File: config.mk
export PLATFORM = sky130hd
export DESIGN_NAME = pc_fetch
export DESIGN_NICKNAME = d
export VERILOG_FILES = /design/src/rtl/pc_fetch.sv
export SDC_FILE = /design/constraint.sdc
export NUM_CORES = 1
export LEC_CHECK = 0
export ABC_CLOCK_PERIOD_IN_PS = 3100
export CAP_MARGIN = 20
export CORE_MARGIN = 8
export CORE_UTILIZATION = 30
export CTS_CLUSTER_SIZE = 12
export DETAILED_ROUTE_END_ITERATION = 12
export HOLD_SLACK_MARGIN = 0.15
export PLACE_DENSITY = 0.68
export SYNTH_ARGS = -nofsm -noshare
export SYNTH_HDL_FRONTEND = slang
export SYNTH_SLANG_ARGS = --single-unit
File: constraint.sdc
create_clock -name clk_i -period 3.1 [get_ports clk_i]
set_input_delay 0.93 -clock clk_i [delete_from_list [all_inputs] [get_ports clk_i]]
set_output_delay 0.93 -clock clk_i [all_outputs]
set_load 0.01 [all_outputs]
File: src/rtl/pc_fetch.sv
// Program counter and fetch control: next-PC selection (seq/branch/JAL/JR) and run/halt FSM.
// Optional retired-instruction counter built when PC_FETCH_PERF_CNT_EN is defined.
module pc_fetch #(
  parameter logic [15:0] RESET_PC = 16'h0000
) (
  input  logic        clk_i,
  input  logic        rst_i,
  input  logic [15:0] instr_i,
  input  logic [15:0] jr_data_i,
  input  logic        zr_i,
  input  logic        neg_i,
  input  logic        ov_i,
  input  logic        stall_i,
  output logic [15:0] pc_o,
  output logic [15:0] pc_inc_o,
  output logic        halted_o,
  output logic [15:0] instr_cnt_o
);

  localparam logic [3:0] OpBranch = 4'b1100;
  localparam logic [3:0] OpJal    = 4'b1101;
  localparam logic [3:0] OpJr     = 4'b1110;
  localparam logic [3:0] OpHlt    = 4'b1111;

  typedef enum logic [0:0] {StRun, StHalt} state_e;

  state_e      state_q;
  logic [15:0] pc_q;
  logic [15:0] pc_d;
  logic        halted_q;
  logic        retire;
  logic        is_hlt;
  logic        br_taken;
  logic [15:0] br_off;
  logic [15:0] jal_off;

  assign pc_inc_o = pc_q + 16'd1;
  assign pc_o     = pc_q;
  assign halted_o = halted_q;

  assign retire = (state_q == StRun) && !stall_i;
  assign is_hlt = (instr_i[15:12] == OpHlt);
  assign br_off  = {{7{instr_i[8]}}, instr_i[8:0]};
  assign jal_off = {{4{instr_i[11]}}, instr_i[11:0]};

  always_comb begin
    br_taken = 1'b0;
    unique case (instr_i[11:9])
      3'b000:  br_taken = !zr_i;
      3'b001:  br_taken = zr_i;
      3'b010:  br_taken = !zr_i && !neg_i;
      3'b011:  br_taken = neg_i;
      3'b100:  br_taken = !neg_i;
      3'b101:  br_taken = neg_i || zr_i;
      3'b110:  br_taken = ov_i;
      default: br_taken = 1'b1;
    endcase
  end

  always_comb begin
    pc_d = pc_q;
    if (retire) begin
      unique case (instr_i[15:12])
        OpBranch: pc_d = br_taken ? (pc_inc_o + br_off) : pc_inc_o;
        OpJal:    pc_d = pc_inc_o + jal_off;
        OpJr:     pc_d = jr_data_i;
        OpHlt:    pc_d = pc_q;
        default:  pc_d = pc_inc_o;
      endcase
    end
  end

  always_ff @(posedge clk_i) begin
    if (rst_i) begin
      state_q  <= StRun;
      halted_q <= 1'b0;
      pc_q     <= RESET_PC;
    end else begin
      pc_q <= pc_d;
      case (state_q)
        StRun: begin
          if (!stall_i && is_hlt) begin
            state_q  <= StHalt;
            halted_q <= 1'b1;
          end
        end
        default: begin
          state_q  <= StHalt;
          halted_q <= 1'b1;
        end
      endcase
    end
  end

`ifdef PC_FETCH_PERF_CNT_EN
  logic [15:0] cnt_q;

  always_ff @(posedge clk_i) begin
    if (rst_i) begin
      cnt_q <= 16'h0000;
    end else if (retire) begin
      cnt_q <= cnt_q + 16'd1;
    end
  end

  assign instr_cnt_o = cnt_q;
`else
  assign instr_cnt_o = 16'h0000;
`endif

endmodule

==> impl_metrics.sql, run 1 <==
INSERT INTO impl_metrics (metric_group, metric, value, unit) VALUES
('worst_setup_path', 'crit_path_start', 'pc_o[0]$_SDFFE_PP0P_', ''),
('floorplan', 'placeableCoreArea', '8130', 'sq um'),
('worst_setup_path', 'critPathCapture', 'pc_o[12]$_SDFFE_PP0P_', ''),
('cts', 'cts_htree_levels', '1', ''),
('yosys', 'syn-instance-count', '324', ''),
('sta', 'layout_setup_ws', '-0.0332', 'ns'),
('worst_setup_path', 'cp_num_buf_inv', '3', ''),
('status', 'failed_checks', 'negative setup slack', ''),
('worst_setup_path', 'r2r_setup_slack', '-0.03', 'ns'),
('worst_setup_path', 'critical_path_cell_count', '15', ''),
('yosys', 'synth_area_leaders', 'dfxtp_1, ha_1, xnor2_1', ''),
('worst_setup_path', 'critical_path.startpoint_type', 'flop', ''),
('worst_setup_path', 'worst-path-max-fanout', '4', ''),
('sta', 'grt_setup_unrepaired', 'true', ''),
('worst_setup_path', 'worst-r2r-cell-count', '15', ''),
('final_layout', 'multiInputGateArea', '2490', 'sq um'),
('status', 'status', 'finished with violations', ''),
('floorplan', 'die-area', '11500', 'sq um'),
('worst_setup_path', 'critPathTopFamily', 'simple AND/OR/NAND/NOR gates', ''),
('yosys', 'ys_warn_count', '0', ''),
('yosys', 'netlist-cell-type-count', '63', ''),
('floorplan', 'initial_core_utilization', '30.8', '%'),
('route', 'post-route-drc-count', '0', ''),
('cts', 'numCtsBuffers', '3', ''),
('yosys', 'synth.top_cells.by_count', 'nor2_1, a21oi_1, ha_1', ''),
('sta', 'timing.final.setup_violations', '2', ''),
('sta', 'fin_worst_hold_slack', '0.448', 'ns'),
('final_layout', 'post-route-cell-area', '4700', 'sq um'),
('route', 'route.vias.total', '3269', ''),
('grt', 'grt_util_all_layers', '16.9', '%'),
('route', 'dr.pass1.iters', '6', ''),
('final_layout', 'finish.net_count', '572', ''),
('yosys', 'synth_enable_flop_cells', '0', ''),
('sta', 'layout_min_cycle_time', '3.13', 'ns'),
('final_layout', 'final_cell_count_no_fill', '613', ''),
('grt', 'number_of_global_route_vias_before_repair', '3224', ''),
('worst_setup_path', 'critPathSlowestCell', 'dfxtp_2', ''),
('final_layout', 'nFillCells', '695', ''),
('sta', 'report.final.hold_viol_count', '0', ''),
('yosys', 'proportion_of_synthesized_chip_area_in_sequential_cells', '14.4', '%'),
('worst_setup_path', 'worst_path_largest_cell_delay', '0.35', 'ns'),
('worst_setup_path', 'r2r_start', 'pc_o[0]$_SDFFE_PP0P_', ''),
('grt', 'grt_max_degree', '20', ''),
('final_layout', 'final_layout_size_suffix_gt1_share', '39.1', '%'),
('cts', 'clkSlewWorstSetupHoldPaths', '0.09', 'ns'),
('place', 'dp_cells', '588', ''),
('sta', 'max_fclk', '0.319', 'GHz'),
('yosys', 'netlist_area', '2500', 'sq um'),
('job', 'timing.max_cap.violations', '0', ''),
('worst_setup_path', 'critPathKind', 'flop to flop', ''),
('floorplan', 'die_w', '107', 'um'),
('place', 'worst_slack_after_detailed_placement', '-0.660', 'ns'),
('grt', 'antenna_found_initial', '1', ''),
('power', 'p_per_area', '290', 'nW/um^2'),
('yosys', 'synth.ff_latch_count', '18', ''),
('final_layout', 'layout.area.seq', '373', 'sq um'),
('worst_setup_path', 'crit_end_element', 'flop', ''),
('yosys', 'library_cell_with_the_highest_instance_count_after_synthesis', 'nor2_1', ''),
('cts', 'cts.root.buffer_cell', 'clkbuf_8', ''),
('sta', 'relative_slew_slack', '58.5', '%'),
('worst_setup_path', 'crit_path_frequent_cell', 'buf_4', ''),
('worst_setup_path', 'timing.critical_path.cells', 'buf_6 -> ha_4 -> nand3_4 -> buf_4 -> nor2_2 -> xor2_1 -> ha_1 -> nand3b_1 -> o21ai_0 -> buf_4 -> nor4_4 -> nor4_1 -> o311a_1 -> o221a_2 -> nor4_2', ''),
('place', 'place_area', '4040', 'sq um'),
('yosys', 'synth_largest_type_area_fraction', '14.4', '%'),
('floorplan', 'num_io_pins', '87', ''),
('min_path', 'hp-class', 'flop to flop', ''),
('worst_setup_path', 'worst-endpoint-arrival', '3.32', 'ns'),
('cts', 'worstSkewPairLatency', '0.27', 'ns'),
('cts', 'cts-root-to-sink-buffers', '2', ''),
('grt', 'grt_first_pass_wirelength', '16000', 'um'),
('route', 'initialDrtViolationCount', '196', '');
worst register-to-register path: stages (launching register included):
cell      delay (ns)
dfxtp_2         0.35
buf_6           0.12
ha_4            0.15
nand3_4         0.12
buf_4           0.16
nor2_2          0.11
xor2_1          0.24
ha_1            0.26
nand3b_1        0.13
o21ai_0         0.09
buf_4           0.17
nor4_4          0.32
nor4_1          0.11
o311a_1         0.34
o221a_2         0.25
nor4_2          0.14
report_power, final:
group	total (mW)	internal [mW]	switching (mW)
combinational	0.880	0.467	0.413
sequential	0.275	0.251	0.0237
clock	0.211	0.113	0.0974
total	1.37	0.831	0.534
flip-flops by register name, indices dropped and copies added (netlist names):
name / count
pc_o: 16
halted_o: 1
state_q: 1
metal layers:
layer	GRT usage, %	up-vias	wire (um)
met5	0	-	0
met3	3.11	25	839
met4	3.37	0	276
met1	21.2	1556	4480
li1	-	1549	-
met2	29.3	139	5560
cell families (layout without fill, tap and decap cells):
| kind of cell | count (synthesis) | after routing | share of synthesized area, % |
|---|---|---|---|
| and+or+nand+nor | 116 | 116 | 25.0 |
| AOI/OAI and AO/OA | 93 | 93 | 26.0 |
| buffers and inverters | 35 | 203 | 7.70 |
| xor gates and xnor gates | 32 | 32 | 12.2 |
| adders and majority gates | 26 | 26 | 13.3 |
| DFF | 18 | 18 | 14.4 |
| muxes | 3 | 3 | 1.25 |
| other | 1 | 17 | 0.150 |
layout make-up:
type	instances	share of cell area, %
Timing Repair Buffer	189	34.4
Tap cell	105	2.79
Antenna cell	1	0.0532
Sequential cell	18	7.93
Clock buffer	4	1.17
Multi-Input combinational cell	286	52.9
Inverter	10	0.798
per-stage QoR:
step | power [mW] | util, % | TNS, ns
6_report | 1.37 | 57.8 | -0.0514
5_1_grt | 1.44 | 57.8 | -0.454
4_1_cts | 1.27 | 53.8 | 0
3_5_place_dp | 0.992 | 49.7 | -5.49
3_3_place_gp | 0.984 | 49.7 | -4.95
2_1_floorplan | 0.640 | - | 0
placed cells by master (no fill, tap or decap), types with 3 or more instances in the layout:
| master | count |
|---|---|
| clkdlybuf4s50_1 | 53 |
| ha_1 | 16 |
| nand4_1 | 3 |
| or3_1 | 5 |
| a21oi_4 | 4 |
| inv_1 | 9 |
| dfxtp_2 | 4 |
| nor2_1 | 30 |
| buf_6 | 4 |
| nand2b_1 | 3 |
| xnor2_1 | 12 |
| nand2_1 | 17 |
| clkbuf_8 | 4 |
| a211oi_2 | 4 |
| a221o_1 | 8 |
| nand3_1 | 10 |
| conb_1 | 16 |
| a31oi_1 | 3 |
| buf_4 | 114 |
| xor2_2 | 6 |
| dlymetal6s2s_1 | 5 |
| dfxtp_1 | 12 |
| ha_4 | 8 |
| a21o_1 | 6 |
| xnor2_4 | 3 |
| o21ai_0 | 11 |
| a221oi_1 | 5 |
| xor2_1 | 9 |
| dlygate4sd2_1 | 10 |
| a21oi_1 | 23 |
| nor4_4 | 3 |
| a221oi_2 | 4 |
| nor3_1 | 10 |
worst min-delay path by stage:
stage                                     start                     to  slack [ns]  depth (start not counted)
after floorplan           halted_o$_SDFFE_PP0P_  halted_o$_SDFFE_PP0P_        0.47                          2
after global placement    halted_o$_SDFFE_PP0P_  halted_o$_SDFFE_PP0P_        0.44                          2
after detailed placement  halted_o$_SDFFE_PP0P_  halted_o$_SDFFE_PP0P_        0.44                          2
after CTS                 halted_o$_SDFFE_PP0P_  halted_o$_SDFFE_PP0P_        0.45                          2
after global routing      halted_o$_SDFFE_PP0P_  halted_o$_SDFFE_PP0P_        0.48                          2
final                     halted_o$_SDFFE_PP0P_  halted_o$_SDFFE_PP0P_        0.45                          2
repair_timing:
item / CTS / global route
buffers inserted: 11 / 9
pin swaps: 24 / 29
endpoints found under the setup margin: 17 / 12
gates resized for setup: 51 / 50
Power figures use the tool's default switching activity.
==> run 2, diff against run 1 <==
- SETUP_SLACK_MARGIN: unset -> 0.02
==> run 2 against run 1 <==
The run still ends with negative setup slack left. Core utilization fell by 1.6 points. Routed wire length fell by 8.2%. Register-to-register slack improved by 0.02 ns. Combinational power fell by 5.0%. Clock skew fell by 0.0063 ns. Count of clock-buffer cells in the layout did not move. Design area fell by 2.7%. Non-clock buffer count fell by 7. Critical path depth fell by 2. Clock power fell by 2%. Critical endpoint is now pc_o[13]$_SDFFE_PP0P_.
==> impl_metrics.sql, run 2 (synthesis gave the netlist of run 1 again) <==
INSERT INTO impl_metrics (metric_group, metric, value, unit) VALUES
('worst_setup_path', 'critPathKind', 'flop to flop', ''),
('min_path', 'hp-start', 'halted_o$_SDFFE_PP0P_', ''),
('route', 'wl_met2', '4820', 'um'),
('final_layout', 'nFillCells', '703', ''),
('cts', 'numCtsBuffers', '3', ''),
('sta', 'layout_min_cycle_time', '3.11', 'ns'),
('cts', 'cts.root.buffer_cell', 'clkbuf_8', ''),
('sta', 'timing.final.setup_violations', '1', ''),
('route', 'initialDrtViolationCount', '167', ''),
('worst_setup_path', 'r2r_setup_slack', '-0.01', 'ns'),
('power', 'p_leak', '2.05', 'nW'),
('power', 'power.share.switching', '38.5', '%'),
('min_path', 'hold-path-cell-count', '2', ''),
('final_layout', 'largest_reg_flops', '16', ''),
('worst_setup_path', 'cp_num_buf_inv', '2', ''),
('worst_setup_path', 'critical_path.startpoint_type', 'flop', ''),
('route', 'number_of_nets_with_antenna_violations_after_detailed_routing', '0', ''),
('sta', 'finClkSkew', '0.00829', 'ns'),
('sta', 'layout_setup_ws', '-0.0101', 'ns'),
('power', 'vdd_drop_max', '0.000156', 'V'),
('route', 'routed_wirelength', '10200', 'um'),
('floorplan', 'initial_core_utilization', '30.8', '%'),
('power', 'comb_power_share', '63.6', '%'),
('grt', 'grt_first_pass_wirelength', '15600', 'um'),
('worst_setup_path', 'worst-path-max-fanout', '3', ''),
('route', 'dr.pass1.iters', '4', ''),
('worst_setup_path', 'worst_path_largest_cell_delay', '0.41', 'ns'),
('place', 'gp_congestion', '0.917', ''),
('sta', 'fin_crit_sh', '100', '%'),
('route', 'post-route-drc-count', '0', ''),
('final_layout', 'final_common_cell', 'buf_4', ''),
('final_layout', 'area_delta_synth_final', '82.8', '%'),
('sta', 'report.final.hold_viol_count', '0', ''),
('power', 'share_seq_of_total_power', '20.7', '%'),
('power', 'fin_total_pwr', '1.31', 'mW'),
('grt', 'global_route.overflow_total', '0', ''),
('cts', 'cts.sinks', '18', ''),
('floorplan', 'placement_rows', '33', ''),
('route', 'route.vias.total', '3139', ''),
('route', 'avgRoutedWirePerCell', '16.9', 'um'),
('sta', 'max_fclk', '0.322', 'GHz'),
('final_layout', 'final_layout_size_suffix_gt1_share', '37.8', '%'),
('worst_setup_path', 'worst-r2r-cell-count', '13', ''),
('place', 'hpwl', '7960', 'um'),
('status', 'failed_checks', 'negative setup slack', ''),
('final_layout', 'layout.cells.most_common_list', 'buf_4, clkdlybuf4s50_1, nor2_1', ''),
('place', 'io_buffer_count', '70', ''),
('power', 'power_report.internal_total', '0.808', 'mW'),
('worst_setup_path', 'r2r_start', 'pc_o[0]$_SDFFE_PP0P_', ''),
('status', 'status', 'finished with violations', ''),
('min_path', 'worst_min_delay_path_endpoint', 'halted_o$_SDFFE_PP0P_', ''),
('cts', 'cts-root-to-sink-buffers', '2', ''),
('final_layout', 'antennaDiodeCount', '0', ''),
('cts', 'clkSlewWorstSetupHoldPaths', '0.08', 'ns'),
('floorplan', 'die-area', '11500', 'sq um'),
('worst_setup_path', 'worst-endpoint-arrival', '3.27', 'ns'),
('worst_setup_path', 'critPathSlowestCell', 'or3_4', ''),
('job', 'timing.max_cap.violations', '0', ''),
('route', 'max_layer_used', 'met4', ''),
('worst_setup_path', 'crit_path_frequent_cell', 'buf_6', ''),
('place', 'place_area', '4060', 'sq um'),
('grt', 'grt_util_all_layers', '16.6', '%'),
('grt', 'number_of_global_route_vias_before_repair', '3140', ''),
('floorplan', 'placeableCoreArea', '8130', 'sq um'),
('worst_setup_path', 'timing.critical_path.cells', 'buf_6 -> nand4_4 -> or3_4 -> buf_6 -> xnor2_4 -> ha_4 -> and4_1 -> a32o_2 -> a31oi_4 -> and3b_1 -> o31ai_1 -> and2_0 -> or3b_1', ''),
('floorplan', 'chipHeight', '107', 'um'),
('cts', 'cts_htree_levels', '1', ''),
('route', 'routed_via_density', '5.19', ''),
('route', 'met3_length', '783', 'um'),
('floorplan', 'num_io_pins', '87', ''),
('final_layout', 'post-route-cell-area', '4580', 'sq um'),
('cts', 'worstSkewPairLatency', '0.27', 'ns'),
('grt', 'antenna_found_initial', '0', ''),
('worst_setup_path', 'critPathTopFamily', 'simple AND/OR/NAND/NOR gates', ''),
('sta', 'final_max_tran_viols', '0', ''),
('final_layout', 'finish.net_count', '565', ''),
('worst_setup_path', 'worst-endpoint-required', '3.26', 'ns'),
('grt', 'grt_max_degree', '20', ''),
('power', 'p_per_area', '287', 'nW/um^2'),
('sta', 'fin_worst_hold_slack', '0.453', 'ns'),
('worst_setup_path', 'crit_end_element', 'flop', ''),
('min_path', 'hp-class', 'flop to flop', ''),
('sta', 'grt_setup_unrepaired', 'true', ''),
('power', 'p_clk_share', '15.7', '%'),
('route', 'wirelength_met1', '4470', 'um'),
('place', 'worst_slack_after_detailed_placement', '-0.568', 'ns'),
('power', 'reported_net_switching_power', '0.507', 'mW'),
('cts', 'tritoncts', 'done', ''),
('floorplan', 'die_w', '107', 'um'),
('worst_setup_path', 'r2r_end', 'pc_o[13]$_SDFFE_PP0P_', '');
run 2: through the flow:
step	setup TNS (ns)	util, %	std cells
after floorplan	0	-	339
final	-0.0101	56.3	605
after global placement	-4.92	49.9	589
after global routing	-0.374	56.3	605
after detailed placement	-5.67	49.9	589
after CTS	-0.259	53.8	599
run 2: what timing repair did:
item | in CTS | in global routing
hold buffers | 0 | 0
buffers inserted | 6 | 6
pin swaps | 19 | 28
setup endpoints to repair | 19 | 15
resized for setup | 51 | 39
run 2: worst max-delay path by stage:
| stage | start | to | slack, ns | depth (start not counted) |
|---|---|---|---|---|
| after CTS | pc_o[1]$_SDFFE_PP0P_ | pc_inc_o[13] | -0.16 | 6 |
| after detailed placement | instr_i[0] | pc_o[12]$_SDFFE_PP0P_ | -0.57 | 12 |
| final | pc_o[0]$_SDFFE_PP0P_ | pc_o[13]$_SDFFE_PP0P_ | -0.01 | 13 |
| after global routing | pc_o[0]$_SDFFE_PP0P_ | pc_o[13]$_SDFFE_PP0P_ | -0.16 | 13 |
| after global placement | instr_i[0] | pc_o[12]$_SDFFE_PP0P_ | -0.51 | 12 |
| after floorplan | pc_o[0]$_SDFFE_PP0P_ | pc_o[13]$_SDFFE_PP0P_ | 0.02 | 13 |
run 2: per-layer routing:
| metal | up-vias | global-route usage [%] |
|---|---|---|
| met5 | - | 0 |
| met4 | 0 | 2.58 |
| met3 | 11 | 3.05 |
| met2 | 122 | 28.6 |
| met1 | 1467 | 21.2 |
| li1 | 1539 | - |
run 2: worst register-to-register path, delay by kind of cell, from the launching register on:
family | cells | cell delay, ns
XOR/XNOR | 1 | 0.20
AND/OR/NAND/NOR | 6 | 1.46
flip-flops | 1 | 0.34
adder cells (fa/ha/maj) | 1 | 0.24
AO/OA/AOI/OAI | 3 | 0.51
buffers and inverters | 2 | 0.25
run 2: cell type report:
cell class / instances / area (sq um) / area share [%]
flip-flops and latches: 18 / 368 / 8.04
clock buffers: 4 / 55.1 / 1.20
well taps: 105 / 131 / 2.87
repair buffers: 182 / 1570 / 34.3
inverters: 10 / 37.5 / 0.820
multi-input cells: 286 / 2420 / 52.8
run 2: power by group through the flow:
stage          Combinational (mW)  Clock [mW]  Sequential [mW]
6_report                    0.836       0.206            0.272
5_1_grt                     0.902       0.220            0.275
4_1_cts                     0.778       0.210            0.271
3_5_place_dp                0.722           0            0.274
3_3_place_gp                0.713           0            0.274
2_1_floorplan               0.349           0            0.293
==> run 3, diff against run 2 <==
- RECOVER_POWER: unset -> 25
==> run 3 against run 2 <==
The run still ends with negative setup slack left. Largest cell class unchanged. Highest routed layer unchanged. First-iteration DRC count is the same. Critical endpoint unchanged. Setup slack gained 0.0018 ns. Cell count is the same. Clock power is essentially flat. Critical path depth is the same. Die area is the same. Total power shrank 0.29%.
==> impl_metrics.sql, run 3 (synthesis gave the netlist of run 1 again) <==
INSERT INTO impl_metrics (metric_group, metric, value, unit) VALUES
('status', 'status', 'finished with violations', ''),
('status', 'failed_checks', 'negative setup slack', ''),
('sta', 'report.final.hold_viol_count', '0', ''),
('final_layout', 'finish.net_count', '565', ''),
('worst_setup_path', 'critical_path.startpoint_type', 'flop', ''),
('worst_setup_path', 'r2r_end', 'pc_o[13]$_SDFFE_PP0P_', ''),
('worst_setup_path', 'worst-endpoint-arrival', '3.26', 'ns'),
('final_layout', 'antennaDiodeCount', '0', ''),
('final_layout', 'layout.cells.most_common_list', 'buf_4, clkdlybuf4s50_1, nor2_1', ''),
('sta', 'final_max_tran_viols', '0', ''),
('sta', 'fin_worst_hold_slack', '0.450', 'ns'),
('cts', 'worstSkewPairLatency', '0.27', 'ns'),
('route', 'post-route-drc-count', '0', ''),
('floorplan', 'initial_core_utilization', '30.8', '%'),
('route', 'route.vias.total', '3140', ''),
('sta', 'fin_crit_sh', '100', '%'),
('worst_setup_path', 'crit_end_element', 'flop', ''),
('cts', 'clkSlewWorstSetupHoldPaths', '0.08', 'ns'),
('worst_setup_path', 'critPathKind', 'flop to flop', ''),
('worst_setup_path', 'r2r_start', 'pc_o[0]$_SDFFE_PP0P_', ''),
('sta', 'finalSetupTns', '-0.00828', 'ns'),
('sta', 'layout_setup_ws', '-0.00828', 'ns'),
('job', 'timing.max_cap.violations', '0', ''),
('power', 'p_per_area', '286', 'nW/um^2'),
('route', 'initialDrtViolationCount', '167', ''),
('final_layout', 'final_layout_size_suffix_gt1_share', '37.6', '%'),
('floorplan', 'die-area', '11500', 'sq um'),
('route', 'number_of_nets_with_antenna_violations_after_detailed_routing', '0', ''),
('cts', 'cts_htree_levels', '1', ''),
('place', 'gp_congestion', '0.917', ''),
('cts', 'cts.root.buffer_cell', 'clkbuf_8', ''),
('grt', 'antenna_found_initial', '0', ''),
('worst_setup_path', 'worst-r2r-cell-count', '13', ''),
('grt', 'grt_first_pass_wirelength', '15600', 'um'),
('final_layout', 'post-route-cell-area', '4580', 'sq um'),
('floorplan', 'chipHeight', '107', 'um'),
('worst_setup_path', 'worst-path-max-fanout', '3', ''),
('final_layout', 'final_common_cell', 'buf_4', ''),
('place', 'place_area', '4060', 'sq um'),
('power', 'vdd_drop_max', '0.000156', 'V'),
('min_path', 'hold-path-cell-count', '2', ''),
('place', 'io_buffer_count', '70', ''),
('floorplan', 'num_io_pins', '87', ''),
('floorplan', 'placement_rows', '33', ''),
('grt', 'number_of_global_route_vias_before_repair', '3140', ''),
('min_path', 'hp-start', 'halted_o$_SDFFE_PP0P_', ''),
('grt', 'grt_max_degree', '20', ''),
('final_layout', 'final_cell_count_no_fill', '605', ''),
('cts', 'cts-hold-fix-buffers', '0', ''),
('place', 'worst_slack_after_detailed_placement', '-0.568', 'ns'),
('cts', 'cts-root-to-sink-buffers', '2', ''),
('route', 'avgRoutedWirePerCell', '16.9', 'um'),
('sta', 'finClkSkew', '0.00829', 'ns'),
('grt', 'grt_util_all_layers', '16.6', '%'),
('floorplan', 'die_w', '107', 'um'),
('grt', 'global_route.overflow_total', '0', ''),
('worst_setup_path', 'r2r_setup_slack', '-0.008', 'ns'),
('final_layout', 'largest_reg_flops', '16', ''),
('power', 'fin_total_pwr', '1.31', 'mW'),
('final_layout', 'post_layout_utilization_of_the_core', '56.3', '%'),
('floorplan', 'placeableCoreArea', '8130', 'sq um'),
('power', 'p_leak', '2.07', 'nW'),
('sta', 'layout_min_cycle_time', '3.11', 'ns'),
('cts', 'cts.sinks', '18', ''),
('cts', 'tritoncts', 'done', ''),
('route', 'routed_wirelength', '10200', 'um'),
('sta', 'max_fclk', '0.322', 'GHz'),
('sta', 'grt_setup_unrepaired', 'true', ''),
('final_layout', 'area_delta_synth_final', '82.8', '%'),
('min_path', 'hp-class', 'flop to flop', ''),
('route', 'routed_via_density', '5.19', ''),
('worst_setup_path', 'worst-endpoint-required', '3.26', 'ns'),
('min_path', 'worst_min_delay_path_endpoint', 'halted_o$_SDFFE_PP0P_', ''),
('place', 'dp_cells', '589', ''),
('route', 'dr.pass1.iters', '4', ''),
('cts', 'numCtsBuffers', '3', ''),
('place', 'hpwl', '7960', 'um'),
('sta', 'timing.final.setup_violations', '1', '');
-- run 3: changes by cell type in the layout (fill, tap and decap cells not counted), sizes merged --
cell / before / now
clkdlybuf4s50: 56 / 47
dlygate4sd3: 0 / 9
-- run 3: area by class of cell --
type / count / area, sq um
multi-input combinational: 286 / 2420
inverter: 10 / 37.5
tap: 105 / 131
clock buffer: 4 / 55.1
sequential: 18 / 367
fill: 704 / 3560
timing repair buffer: 182 / 1570
-- run 3: layer usage --
layer	wire, um	part of all wire [%]	up-vias	track usage (%)
met5	0	0	-	0
met4	157	1.5	0	2.58
met3	832	8.1	11	3.05
met2	4820	47	130	28.6
met1	4430	43	1460	21.2
li1	-	-	1539	-
-- run 3: worst max-delay path by stage --
stage                         startpoint                     to  slack (ns)  cells after the start
floorplan           pc_o[0]$_SDFFE_PP0P_  pc_o[13]$_SDFFE_PP0P_        0.02                     13
finish              pc_o[0]$_SDFFE_PP0P_  pc_o[13]$_SDFFE_PP0P_      -0.008                     13
global placement              instr_i[0]  pc_o[12]$_SDFFE_PP0P_       -0.51                     12
detailed placement            instr_i[0]  pc_o[12]$_SDFFE_PP0P_       -0.57                     12
CTS                 pc_o[1]$_SDFFE_PP0P_           pc_inc_o[13]       -0.16                      6
global route        pc_o[0]$_SDFFE_PP0P_  pc_o[13]$_SDFFE_PP0P_       -0.16                     13
-- run 3: worst max-delay path, cell delays in order (launching register included) --
cell,delay (ns)
dfxtp_2,0.34
buf_6,0.11
nand4_4,0.14
or3_4,0.41
buf_6,0.14
xnor2_4,0.20
ha_4,0.24
and4_1,0.19
a32o_2,0.24
a31oi_4,0.20
and3b_1,0.19
o31ai_1,0.07
and2_0,0.16
or3b_1,0.36
-- run 3: report_power, final --
part	switching [mW]	internal (mW)
Clock	0.0932	0.113
Combinational	0.392	0.440
Sequential	0.0206	0.251
Total	0.506	0.805
-- run 3: what timing repair did --
action,in CTS,in global routing
endpoints found under the hold margin,0,0
setup buffers,6,6
gates resized for setup,51,39
pin swaps,19,28
gates cloned,0,0
endpoints found under the setup margin,19,15
==> RTL edit: new RTL, settings of run 2 <==
Build with the macro `PC_FETCH_PERF_CNT_EN` defined.
--- a/src/rtl/pc_fetch.sv
+++ b/src/rtl/pc_fetch.sv
@@ -1,4 +1,6 @@
 // Program counter and fetch control: next-PC selection (seq/branch/JAL/JR) and run/halt FSM.
 // Optional retired-instruction counter built when PC_FETCH_PERF_CNT_EN is defined.
+`define PC_FETCH_PERF_CNT_EN
+
 module pc_fetch #(
   parameter logic [15:0] RESET_PC = 16'h0000
Function: changed (Yosys sat finds a counterexample within 4 cycles, from zero or initial values and one cycle with rst_i high).
==> RTL edit against run 2 <==
  * Wire length up 17%
  * Sequential cell count up 16
  * Design area up 21%
  * The run still ends with negative setup slack left
  * Area after synthesis up 24%
  * Hold slack better by 0.0067 ns
  * Setup slack worse by 0.0069 ns
  * Die area up 21%
  * Total power up 41%
  * Critical path depth up 1
  * Cell count up 20%
  * Critical path type unchanged
==> RTL edit: results (changes against run 2) <==
The run finished, with violations left. The checks that failed: negative setup slack. STA classifies the critical path startpoint as a register. The fraction of layout cells with a size suffix above 1 came out at 0.356 (-0.0216). The clock slew seen by the registers of the worst setup and hold paths came out at 0.09 ns. The standard cell with the maximum stage delay on the critical path is a221o_2. For this run, the slowest stage of the critical path takes 0.40 ns. The hold path depth came to 2 (unchanged). The first-pass iteration count of the detailed router came out at 4 (unchanged). The kind of cell with the highest combined delay along the critical path is simple AND/OR/NAND/NOR gates. The total wirelength of the detailed-routed design is 12000 um (+17%). In this run the critical register-to-register path is launched from pc_o[1]. The final setup violation count was 2 (+1).

The final worst clock skew is 0.0156 ns (+0.00730 ns). Clock tree synthesis selected as its root buffer the cell clkbuf_8. The maximum vdd drop is 0.000186 V (+19%).

The maximum number of buffers from clock root to sink came out at 2 (unchanged). The initial antenna violation count came to 0 (unchanged). The final-layout worst hold slack is 0.460 ns (+0.00665 ns). The worst slack at placement came out at -0.487 ns (+0.0809 ns). The fraction of synthesis flops using an asynchronous set or reset pin is 0 (unchanged).

The transition time at the pin with the least slew margin is 0.341 ns. The number of levels in the clock H-tree came out at 2 (+1). The initial detailed-routing violation count came to 262 (+57%). The number of warnings printed during yosys synthesis came to 0 (unchanged). The highest fanout seen on the critical path is 4 (+1). The all-layer global routing usage came out at 0.165 (-0.000988). The number of library cell types mapped by synthesis came to 63 (unchanged).

The number of nets in the final layout is 656 (+16%). The number of buffers inserted by port buffering is 86 (+23%). The worst hold path begins at halted_o. The worst hold path belongs to the class reg -> reg.

The number of global-route vias before repair came to 3849 (+23%). The global-route wire length before repair came out at 19200 um (+23%). In the synthesized netlist the dominant register cell turns out to be dfxtp_1. Synthesis produced a netlist with a net count of 458.

The number of antenna repair diodes came to 0 (unchanged). The placed wire-length estimate after detailed placement is 9270 um (+16%). The CTS buffer count came to 5 (+2).

After synthesis, the most frequently instantiated cells are nor2_1, dfxtp_1, a21oi_1, ha_1, xnor2_1. The final weighted congestion in routability-driven placement came to 0.937 (+2.1%). The arrival time of the worst setup path is 3.33 ns (+0.06 ns). Yosys attributes the largest share of cell area to dfxtp_1, ha_1, xnor2_1. The post-detailed-route DRC marker count came out at 0 (unchanged). The sequential cell area fraction in the yosys report is 0.219 (+0.0746).

The largest net degree at the start of global routing came out at 21 (+5.0%). The total number of vias is 3745 (+19%). The clock latency on the worst-skew pair is 0.31 ns (+0.04 ns).

The number of cells on the worst reg-to-reg path is 14 (+1). The cell leakage power was 2.40 nW (+17%). The final setup slack of the worst path is -0.0170 ns (-0.00688 ns).
-- RTL edit: changes by cell type after synthesis, moves of 4 or more --
cell     change
nor2_1      +13
inv_1        +5
buf_4       -16
and3_1       +6
nand4_1      +6
nor3_1       +4
dfxtp_1     +16
a221o_1      -4
xor2_1       +7
xnor2_1      +8
nor4_1       -4
o21ai_0      +5
-- RTL edit: cells by family (layout without fill, tap and decap cells) --
logic type | Yosys count | count (layout) | synth area share
buf+inv | 28 | 227 | 0.0458
mux | 2 | 2 | 0.00683
xor+xnor | 46 | 46 | 0.132
fa+ha+maj | 27 | 27 | 0.111
flops | 34 | 34 | 0.219
simple gates | 149 | 149 | 0.242
compound gates | 107 | 107 | 0.244
-- RTL edit: where the power goes --
group	leakage, nW	internal [mW]	switching (mW)
logic	2.04	0.463	0.390
clock network	0.0683	0.323	0.196
registers	0.283	0.458	0.0267
total	2.40	1.24	0.613
-- RTL edit: cell type report --
class | instances | area, sq um
clock buffer | 5 | 68.8
clock inverter | 3 | 68.8
fill | 923 | 4630
inverter | 16 | 60.1
multi-input combinational | 331 | 2690
sequential | 34 | 708
tap | 136 | 170
timing repair buffer | 203 | 1790
-- RTL edit: final timing paths --
kind,end
min,halted_o
max reg2reg,pc_o[14]
min reg2reg,halted_o
max,pc_o[14]
-- RTL edit: routing by layer --
layer  track usage  share of wire
met4        0.0488          0.015
met1         0.196           0.44
met3        0.0412          0.052
met2         0.285           0.49
met5             0              0
-- RTL edit: worst register-to-register path: stages (launching register included) --
cell,delay (ns)
dfxtp_4,0.38
buf_6,0.09
and4_4,0.26
buf_6,0.12
nand2_4,0.06
xnor2_4,0.25
ha_4,0.25
a21o_1,0.18
a31oi_4,0.16
nand3_2,0.11
a221o_2,0.40
nand4_1,0.08
nand2_1,0.07
or4_1,0.39
a311oi_1,0.20
-- RTL edit: what timing repair did --
| item | 4_1_cts | 5_1_grt |
|---|---|---|
| setup buffers | 11 | 8 |
| resized for setup | 47 | 49 |
| pin swaps | 28 | 24 |
| setup endpoints to repair | 16 | 13 |
-- RTL edit: per-stage QoR --
step           setup TNS [ns]  cells  area (sq um)  utilization
5_1_grt                -0.320    728          5550        0.545
2_1_floorplan               0    393          3150            -
6_report              -0.0314    728          5550        0.545
3_3_place_gp            -2.38    701          4860        0.477
3_5_place_dp            -3.31    701          4860        0.477
4_1_cts               -0.0149    720          5230        0.514
